[src/rtl/prm_ctrl_arb_if.sv]
// Engine handshake between the parameter controller (master) and the hash engine (slave).
interface prm_ctrl_arb_if #(
  parameter int unsigned MODE_W = 2,
  parameter int unsigned SLOT_W = 2
);
  logic              eng_req;
  logic [SLOT_W-1:0] eng_slot;
  logic [MODE_W-1:0] eng_mode;
  logic              eng_ack;
  logic              eng_done;
  logic              eng_abort;

  modport master (
    output eng_req, eng_slot, eng_mode, eng_abort,
    input  eng_ack, eng_done
  );

  modport slave (
    input  eng_req, eng_slot, eng_mode, eng_abort,
    output eng_ack, eng_done
  );
endinterface

[src/rtl/prm_ctrl_arb.sv]
// NSLOT parameter slots with per-slot expiry, handed to the hash engine one at a
// time through a round-robin req/ack/done handshake.
module prm_ctrl_arb #(
  parameter int unsigned NSLOT  = 4,
  parameter int unsigned MODE_W = 2,
  parameter int unsigned TMO    = 255,
  parameter int unsigned SLOT_W = $clog2(NSLOT)
) (
  input  logic                    clk,
  input  logic                    rst,
  input  logic                    clr_hash,
  input  logic [MODE_W-1:0]       mode_in,
  input  logic [NSLOT-1:0]        prm_set,
  input  logic [NSLOT-1:0]        prm_clr,
  output logic [NSLOT-1:0]        prm_vld,
  output logic [NSLOT-1:0]        prm_busy,
  output logic [NSLOT*MODE_W-1:0] prm_mode,
  output logic [NSLOT-1:0]        tmo_pulse,
  prm_ctrl_arb_if.master          eng
);

  localparam int unsigned AGE_W = (TMO > 1) ? $clog2(TMO) : 1;
  localparam logic [AGE_W-1:0] AGE_LAST = AGE_W'((TMO == 0) ? 0 : TMO - 1);

  // Encoding chosen so prm_vld/prm_busy are single flop bits of the state.
  typedef enum logic [1:0] {
    S_IDLE  = 2'b00,
    S_VALID = 2'b01,
    S_BUSY  = 2'b11
  } slot_st_t;

  typedef enum logic [1:0] {
    A_IDLE,
    A_REQ,
    A_RUN
  } arb_st_t;

  slot_st_t          st  [NSLOT];
  logic [AGE_W-1:0]  age [NSLOT];
  arb_st_t           a_st;
  logic [SLOT_W-1:0] rr;

  logic [NSLOT-1:0]  offered;
  logic [NSLOT-1:0]  expire;
  logic [NSLOT-1:0]  eligible;
  logic              found;
  logic [SLOT_W-1:0] sel;
  logic [MODE_W-1:0] sel_mode;

  always_comb begin
    for (int unsigned i = 0; i < NSLOT; i++) begin
      prm_vld[i]  = st[i][0];
      prm_busy[i] = st[i][1];
      offered[i]  = (a_st == A_REQ) && (eng.eng_slot == SLOT_W'(i));
      expire[i]   = (TMO != 0) && (st[i] == S_VALID) && !offered[i] && (age[i] == AGE_LAST);
      // Only slots still VALID after this edge may be picked, so an offer never
      // points at a slot that is being cleared or expiring right now.
      eligible[i] = (st[i] == S_VALID) && !clr_hash && !prm_clr[i] && !expire[i];
    end
  end

  always_comb begin
    int unsigned idx;
    logic [SLOT_W-1:0] j;
    found = 1'b0;
    sel   = '0;
    idx   = 0;
    j     = '0;
    for (int unsigned k = 0; k < NSLOT; k++) begin
      idx = 32'(rr) + k;
      if (idx >= NSLOT) idx = idx - NSLOT;
      j = SLOT_W'(idx);
      if (!found && eligible[j]) begin
        found = 1'b1;
        sel   = j;
      end
    end
    // A same-cycle re-set recaptures the slot mode; offer the new value.
    sel_mode = prm_set[sel] ? mode_in : prm_mode[sel*MODE_W +: MODE_W];
  end

  always_ff @(posedge clk or posedge rst) begin
    if (rst) begin
      st        <= '{default: S_IDLE};
      age       <= '{default: '0};
      prm_mode  <= '0;
      tmo_pulse <= '0;
    end else begin
      tmo_pulse <= '0;
      for (int unsigned i = 0; i < NSLOT; i++) begin
        if (clr_hash) begin
          st[i]                     <= S_IDLE;
          age[i]                    <= '0;
          prm_mode[i*MODE_W +: MODE_W] <= '0;
        end else begin
          case (st[i])
            S_IDLE: begin
              if (prm_set[i] && !prm_clr[i]) begin
                st[i]                        <= S_VALID;
                age[i]                       <= '0;
                prm_mode[i*MODE_W +: MODE_W] <= mode_in;
              end
            end
            S_VALID: begin
              if (prm_clr[i]) begin
                st[i]                        <= S_IDLE;
                age[i]                       <= '0;
                prm_mode[i*MODE_W +: MODE_W] <= '0;
              end else if (offered[i]) begin
                if (eng.eng_ack) st[i] <= S_BUSY;
              end else if (expire[i]) begin
                st[i]                        <= S_IDLE;
                age[i]                       <= '0;
                prm_mode[i*MODE_W +: MODE_W] <= '0;
                tmo_pulse[i]                 <= 1'b1;
              end else if (prm_set[i]) begin
                age[i]                       <= '0;
                prm_mode[i*MODE_W +: MODE_W] <= mode_in;
              end else begin
                age[i] <= age[i] + 1'b1;
              end
            end
            S_BUSY: begin
              // Only the running slot can be BUSY, and only while the arbiter runs it.
              if (eng.eng_done) begin
                st[i]                        <= S_IDLE;
                age[i]                       <= '0;
                prm_mode[i*MODE_W +: MODE_W] <= '0;
              end
            end
            default: st[i] <= S_IDLE;
          endcase
        end
      end
    end
  end

  always_ff @(posedge clk or posedge rst) begin
    if (rst) begin
      a_st          <= A_IDLE;
      rr            <= '0;
      eng.eng_req   <= 1'b0;
      eng.eng_slot  <= '0;
      eng.eng_mode  <= '0;
      eng.eng_abort <= 1'b0;
    end else begin
      eng.eng_abort <= 1'b0;
      case (a_st)
        A_IDLE: begin
          if (found) begin
            a_st         <= A_REQ;
            eng.eng_req  <= 1'b1;
            eng.eng_slot <= sel;
            eng.eng_mode <= sel_mode;
          end
        end
        A_REQ: begin
          if (clr_hash || prm_clr[eng.eng_slot]) begin
            a_st        <= A_IDLE;
            eng.eng_req <= 1'b0;
          end else if (eng.eng_ack) begin
            a_st        <= A_RUN;
            eng.eng_req <= 1'b0;
            rr          <= (eng.eng_slot == SLOT_W'(NSLOT - 1)) ? '0 : eng.eng_slot + 1'b1;
          end
        end
        A_RUN: begin
          if (clr_hash) begin
            a_st          <= A_IDLE;
            eng.eng_abort <= 1'b1;
          end else if (eng.eng_done) begin
            a_st <= A_IDLE;
          end
        end
        default: a_st <= A_IDLE;
      endcase
    end
  end

endmodule

[src/flat_wrapper.sv]
// flat-port wrapper written by rule: the top's interface ports become plain ports
module prm_ctrl_arb_flat 
#(
  parameter int unsigned NSLOT  = 4,
  parameter int unsigned MODE_W = 2,
  parameter int unsigned TMO    = 255,
  parameter int unsigned SLOT_W = $clog2(NSLOT)
)
  (clk, rst, clr_hash, mode_in, prm_set, prm_clr, prm_vld, prm_busy, prm_mode, tmo_pulse, eng_eng_req, eng_eng_slot, eng_eng_mode, eng_eng_abort, eng_eng_ack, eng_eng_done);
  prm_ctrl_arb_if #(.MODE_W(MODE_W), .SLOT_W(SLOT_W)) eng_i ();
  input  logic clk;
  input  logic rst;
  input  logic clr_hash;
  input  logic [MODE_W-1:0] mode_in;
  input  logic [NSLOT-1:0] prm_set;
  input  logic [NSLOT-1:0] prm_clr;
  output logic [NSLOT-1:0] prm_vld;
  output logic [NSLOT-1:0] prm_busy;
  output logic [NSLOT*MODE_W-1:0] prm_mode;
  output logic [NSLOT-1:0] tmo_pulse;
  output wire logic [$bits(eng_i.eng_req)-1:0] eng_eng_req;
  output wire logic [$bits(eng_i.eng_slot)-1:0] eng_eng_slot;
  output wire logic [$bits(eng_i.eng_mode)-1:0] eng_eng_mode;
  output wire logic [$bits(eng_i.eng_abort)-1:0] eng_eng_abort;
  input wire logic [$bits(eng_i.eng_ack)-1:0] eng_eng_ack;
  input wire logic [$bits(eng_i.eng_done)-1:0] eng_eng_done;
  assign eng_eng_req = eng_i.eng_req;
  assign eng_eng_slot = eng_i.eng_slot;
  assign eng_eng_mode = eng_i.eng_mode;
  assign eng_eng_abort = eng_i.eng_abort;
  assign eng_i.eng_ack = eng_eng_ack;
  assign eng_i.eng_done = eng_eng_done;
  prm_ctrl_arb #(.NSLOT(NSLOT), .MODE_W(MODE_W), .TMO(TMO), .SLOT_W(SLOT_W)) u_core (.clk(clk), .rst(rst), .clr_hash(clr_hash), .mode_in(mode_in), .prm_set(prm_set), .prm_clr(prm_clr), .prm_vld(prm_vld), .prm_busy(prm_busy), .prm_mode(prm_mode), .tmo_pulse(tmo_pulse), .eng(eng_i));
endmodule
[config.mk]
export PLATFORM = sky130hd
export DESIGN_NAME = prm_ctrl_arb_flat
export DESIGN_NICKNAME = d
export VERILOG_FILES = /design/src/rtl/prm_ctrl_arb_if.sv /design/src/rtl/prm_ctrl_arb.sv /design/src/flat_wrapper.sv
export SDC_FILE = /design/constraint.sdc
export NUM_CORES = 1
export LEC_CHECK = 0
export CORE_MARGIN = 1.5
export CORE_UTILIZATION = 30
export DETAILED_ROUTE_END_ITERATION = 8
export PLACE_DENSITY = 0.45
export SYNTH_ARGS = -nofsm -noshare
export SYNTH_HDL_FRONTEND = slang
export SYNTH_SLANG_ARGS = --single-unit
export TNS_END_PERCENT = 10
[constraint.sdc]
create_clock -name clk -period 3.15 [get_ports clk]
set_clock_uncertainty 0.05 [all_clocks]
set_input_delay 0.4725 -clock clk [delete_from_list [all_inputs] [get_ports clk]]
set_output_delay 0.4725 -clock clk [all_outputs]
set_load 0.1 [all_outputs]
==> flow_summary.json <==
{
  "chipWidth_um": 113,
  "worst-endpoint-required_ps": 3360,
  "timing.critical_path.from_type": "flop",
  "io_buffers": 40,
  "setup_tns_ps": 0,
  "rows": 39,
  "gr-total-overflow": 0,
  "last_weighted_congestion_value_of_the_routability_driven_placer": 0.861,
  "setup_ws_ps": 146,
  "path_cells": "inv_2 > ha_1 > and3b_1 > or4_4 > nor2b_2 > a21oi_1 > o211ai_1 > buf_4 > a211o_1 > a221o_1 > a31oi_1",
  "postRouteWirelength_um": 10100,
  "clk_path_buf_depth": 2,
  "max_freq_ghz": 0.333,
  "hold_path.startpoint": "u_core.age[7]",
  "ys_dominant_reg_cell": "dfrtp_1",
  "syn_inst": 401,
  "antenna-diode-count": 0,
  "nNetsFinal": 497,
  "clock_transition_time_at_the_flip_flop_clock_pins_of_the_worst_setup_and_hold_paths_ps": 50,
  "synth_seq_cells": 62,
  "multiInputGateArea_um2": 1960,
  "route.detailed.wl_per_inst_um": 16.4,
  "floorplan.io_pins": 41,
  "holdPathStages": 1,
  "synth.yosys.seq_area_share": 0.428,
  "final-hold-violation-count": 0,
  "drt_iter0_markers": 173,
  "internal_reg_to_reg_setup_slack_ps": 150,
  "initial_antenna_violation_count": 0,
  "detailroute.via_count": 3230,
  "timing.slew.headroom": 0.459,
  "dr.pass1.iters": 7,
  "timing.final.crit_share": 0.954,
  "timing.reg2reg.worst_path_depth": 11,
  "worst_ep_arrival_time_ps": 3210,
  "total_cts_buffers": 9,
  "ir_worst_vdd_mv": 0.311,
  "worstPathBufferInverterCount": 2,
  "post_drt_via_cell_ratio": 5.23,
  "cellPowerDensity_nw_per_um2": 604,
  "pin_count_of_the_biggest_net_entering_global_routing": 37,
  "clk_latency_ps": 340,
  "drv.max_cap_violation_count": 0,
  "worst_reg2reg_endpoint": "u_core.eng.eng_mode[0]",
  "setup-violations-final": 0,
  "cts_setup_buffers": 0,
  "final_core_utilization": 0.400,
  "critical_path.endpoint_type": "flop",
  "post-route-drc-count": 0,
  "clock_tree_from_tritoncts": "done",
  "ant_nets": 0,
  "dp.final_hpwl_um": 7630,
  "clock_sinks": 62,
  "die_height_um": 113,
  "period_minus_slack_ps": 3000,
  "vias_in_the_first_global_route": 3064,
  "timing.critical_path.slowest_cell_delay_ps": 550,
  "final_max_slew_viol_count": 0,
  "synth-async-reset-ratio": 1.00,
  "result_of_the_run": "complete, no violations",
  "crit_slowest_cell": "or4_4",
  "design.core.area_um2": 11600,
  "die_area_um2": 12700,
  "syn_to_final_growth_pct": 28.3,
  "worst_path_dominant_cell_family": "compound AO/OA/AOI/OAI gates",
  "synthesis.area_um2": 3620,
  "critical_path.max_fanout": 6,
  "layout.area.seq_um2": 1560,
  "post_synth_num_cell_types": 56,
  "grt_setup_unrepaired": "no",
  "rr_startpoint": "u_core.eng.eng_slot[0]",
  "global_route_wire_length_before_repair_um": 16500,
  "post_synth.cell_area_avg_um2": 9.04,
  "cts_hold_repair.buffers": 0,
  "criticalPathCategory": "reg2reg",
  "hold_path_class": "reg2reg",
  "synthesis.nets": 428,
  "place.detailed.instances": 602,
  "fillerInstances": 1186,
  "ys_warn_count": 0,
  "clock_tree.htree_level_count": 3,
  "grtUsageTotal": 0.169,
  "layout-drive-gt1-share": 0.217,
  "tightestPinTransition_ps": 811,
  "p_leak_nw": 2.02,
  "worst-path-stages": 11,
  "pre_cts_ws_ps": -30.6,
  "ctsRootBufferMaster": "clkbuf_16",
  "stdcell_count": 618,
  "synth-edff-count": 0,
  "timing.hold.worst_endpoint": "u_core.age[7]",
  "starting_utilization_of_the_core_area": 0.312
}
-- flip-flops by register name (all words and copies together) (netlist names) --
register / cells
u_core.a_st: 2
u_core.age: 32
u_core.eng.eng_abort: 1
u_core.eng.eng_mode: 2
u_core.eng.eng_req: 1
u_core.eng.eng_slot: 2
u_core.prm_busy: 4
u_core.prm_mode: 8
u_core.prm_vld: 4
u_core.rr: 2
u_core.tmo_pulse: 4
-- per-stage QoR --
stage | total power [mW] | instance area [um2] | hold slack, ps
3_5_place_dp | 1.75 | 4320 | 422
2_1_floorplan | 1.52 | 3630 | 396
3_3_place_gp | 1.75 | 4320 | 424
4_1_cts | 2.84 | 4640 | 437
6_report | 2.81 | 4650 | 432
5_1_grt | 2.93 | 4650 | 459
-- per-layer routing --
metal / GRT usage / share of wire / vias to the layer above
met2: 0.249 / 0.44 / 71
met4: 0.0742 / 0.018 / 0
li1: - / - / 1599
met1: 0.233 / 0.49 / 1543
met5: 0 / 0 / -
met3: 0.0434 / 0.046 / 17
-- Yosys cell counts, types with 6 or more instances --
cell	count	area, um2
nand4_1	6	37.5
nand2_1	49	184
inv_1	17	63.8
or3_1	9	56.3
ha_1	12	150
o21ai_0	32	160
nor2b_1	6	37.5
o31ai_1	19	143
nor2_1	42	158
nand3_1	20	100
nand2b_1	9	56.3
and3_1	8	50.1
dfrtp_1	62	1550
a21oi_1	12	60.1
clkbuf_1	8	30.0
-- cells by family (layout without fill, tap and decap cells) --
family | Yosys count | after routing | share of synthesized area
compound gates | 103 | 103 | 0.194
xor+xnor | 5 | 5 | 0.0121
fa+ha+maj | 12 | 12 | 0.0414
buf+inv | 28 | 102 | 0.0335
flops | 62 | 62 | 0.428
mux | 10 | 10 | 0.0325
simple gates | 181 | 181 | 0.258
-- cell usage in the layout (no fill, tap or decap), drive strengths merged, types with 4 or more instances in the layout --
cell	Yosys	routed
nor2b	7	7
ha	12	12
a21oi	12	12
and3	9	9
clkbuf	8	13
or3	9	9
o31ai	19	19
o22ai	4	4
buf	3	55
a21boi	5	5
and3b	4	4
and2	4	4
xor2	5	5
nand2	50	50
nand2b	9	9
o21ai	32	32
inv	17	17
nor2	42	42
nand3	20	20
mux2	4	4
mux2i	5	5
or2	5	5
or4	4	4
nand4	6	6
dfrtp	62	62
a31oi	5	5
clkdlybuf4s50	0	14
-- area by class of cell --
class / count / share of cell area
timing repair buffer: 69 / 0.122
tap: 143 / 0.0385
sequential: 62 / 0.335
inverter: 17 / 0.0137
clock inverter: 3 / 0.00861
multi-input combinational: 311 / 0.422
clock buffer: 13 / 0.0603
-- worst max path at each step --
stage,startpoint,endpoint,slack [ps]
global route,u_core.eng.eng_slot[0],u_core.eng.eng_mode[0],40
finish,u_core.eng.eng_slot[0],u_core.eng.eng_mode[0],150
CTS,u_core.eng.eng_slot[0],u_core.eng.eng_mode[1],110
floorplan,u_core.eng.eng_slot[1],u_core.eng.eng_mode[0],-4
global placement,clr_hash,u_core.eng.eng_mode[1],30
detailed placement,clr_hash,u_core.eng.eng_mode[1],-30
-- report_power, final --
| part | leakage, nW | internal [mW] | switching (mW) | total, mW |
|---|---|---|---|---|
| combinational | 1.02 | 0.216 | 0.563 | 0.780 |
| clock | 0.162 | 0.696 | 0.372 | 1.07 |
| sequential | 0.835 | 0.863 | 0.0972 | 0.961 |
-- repair_timing --
action	4_1_cts	5_1_grt
endpoints found under the hold margin	0	0
resized for setup	0	2
endpoints found under the setup margin	0	2
No activity file was read; power rests on OpenSTA's default activity.
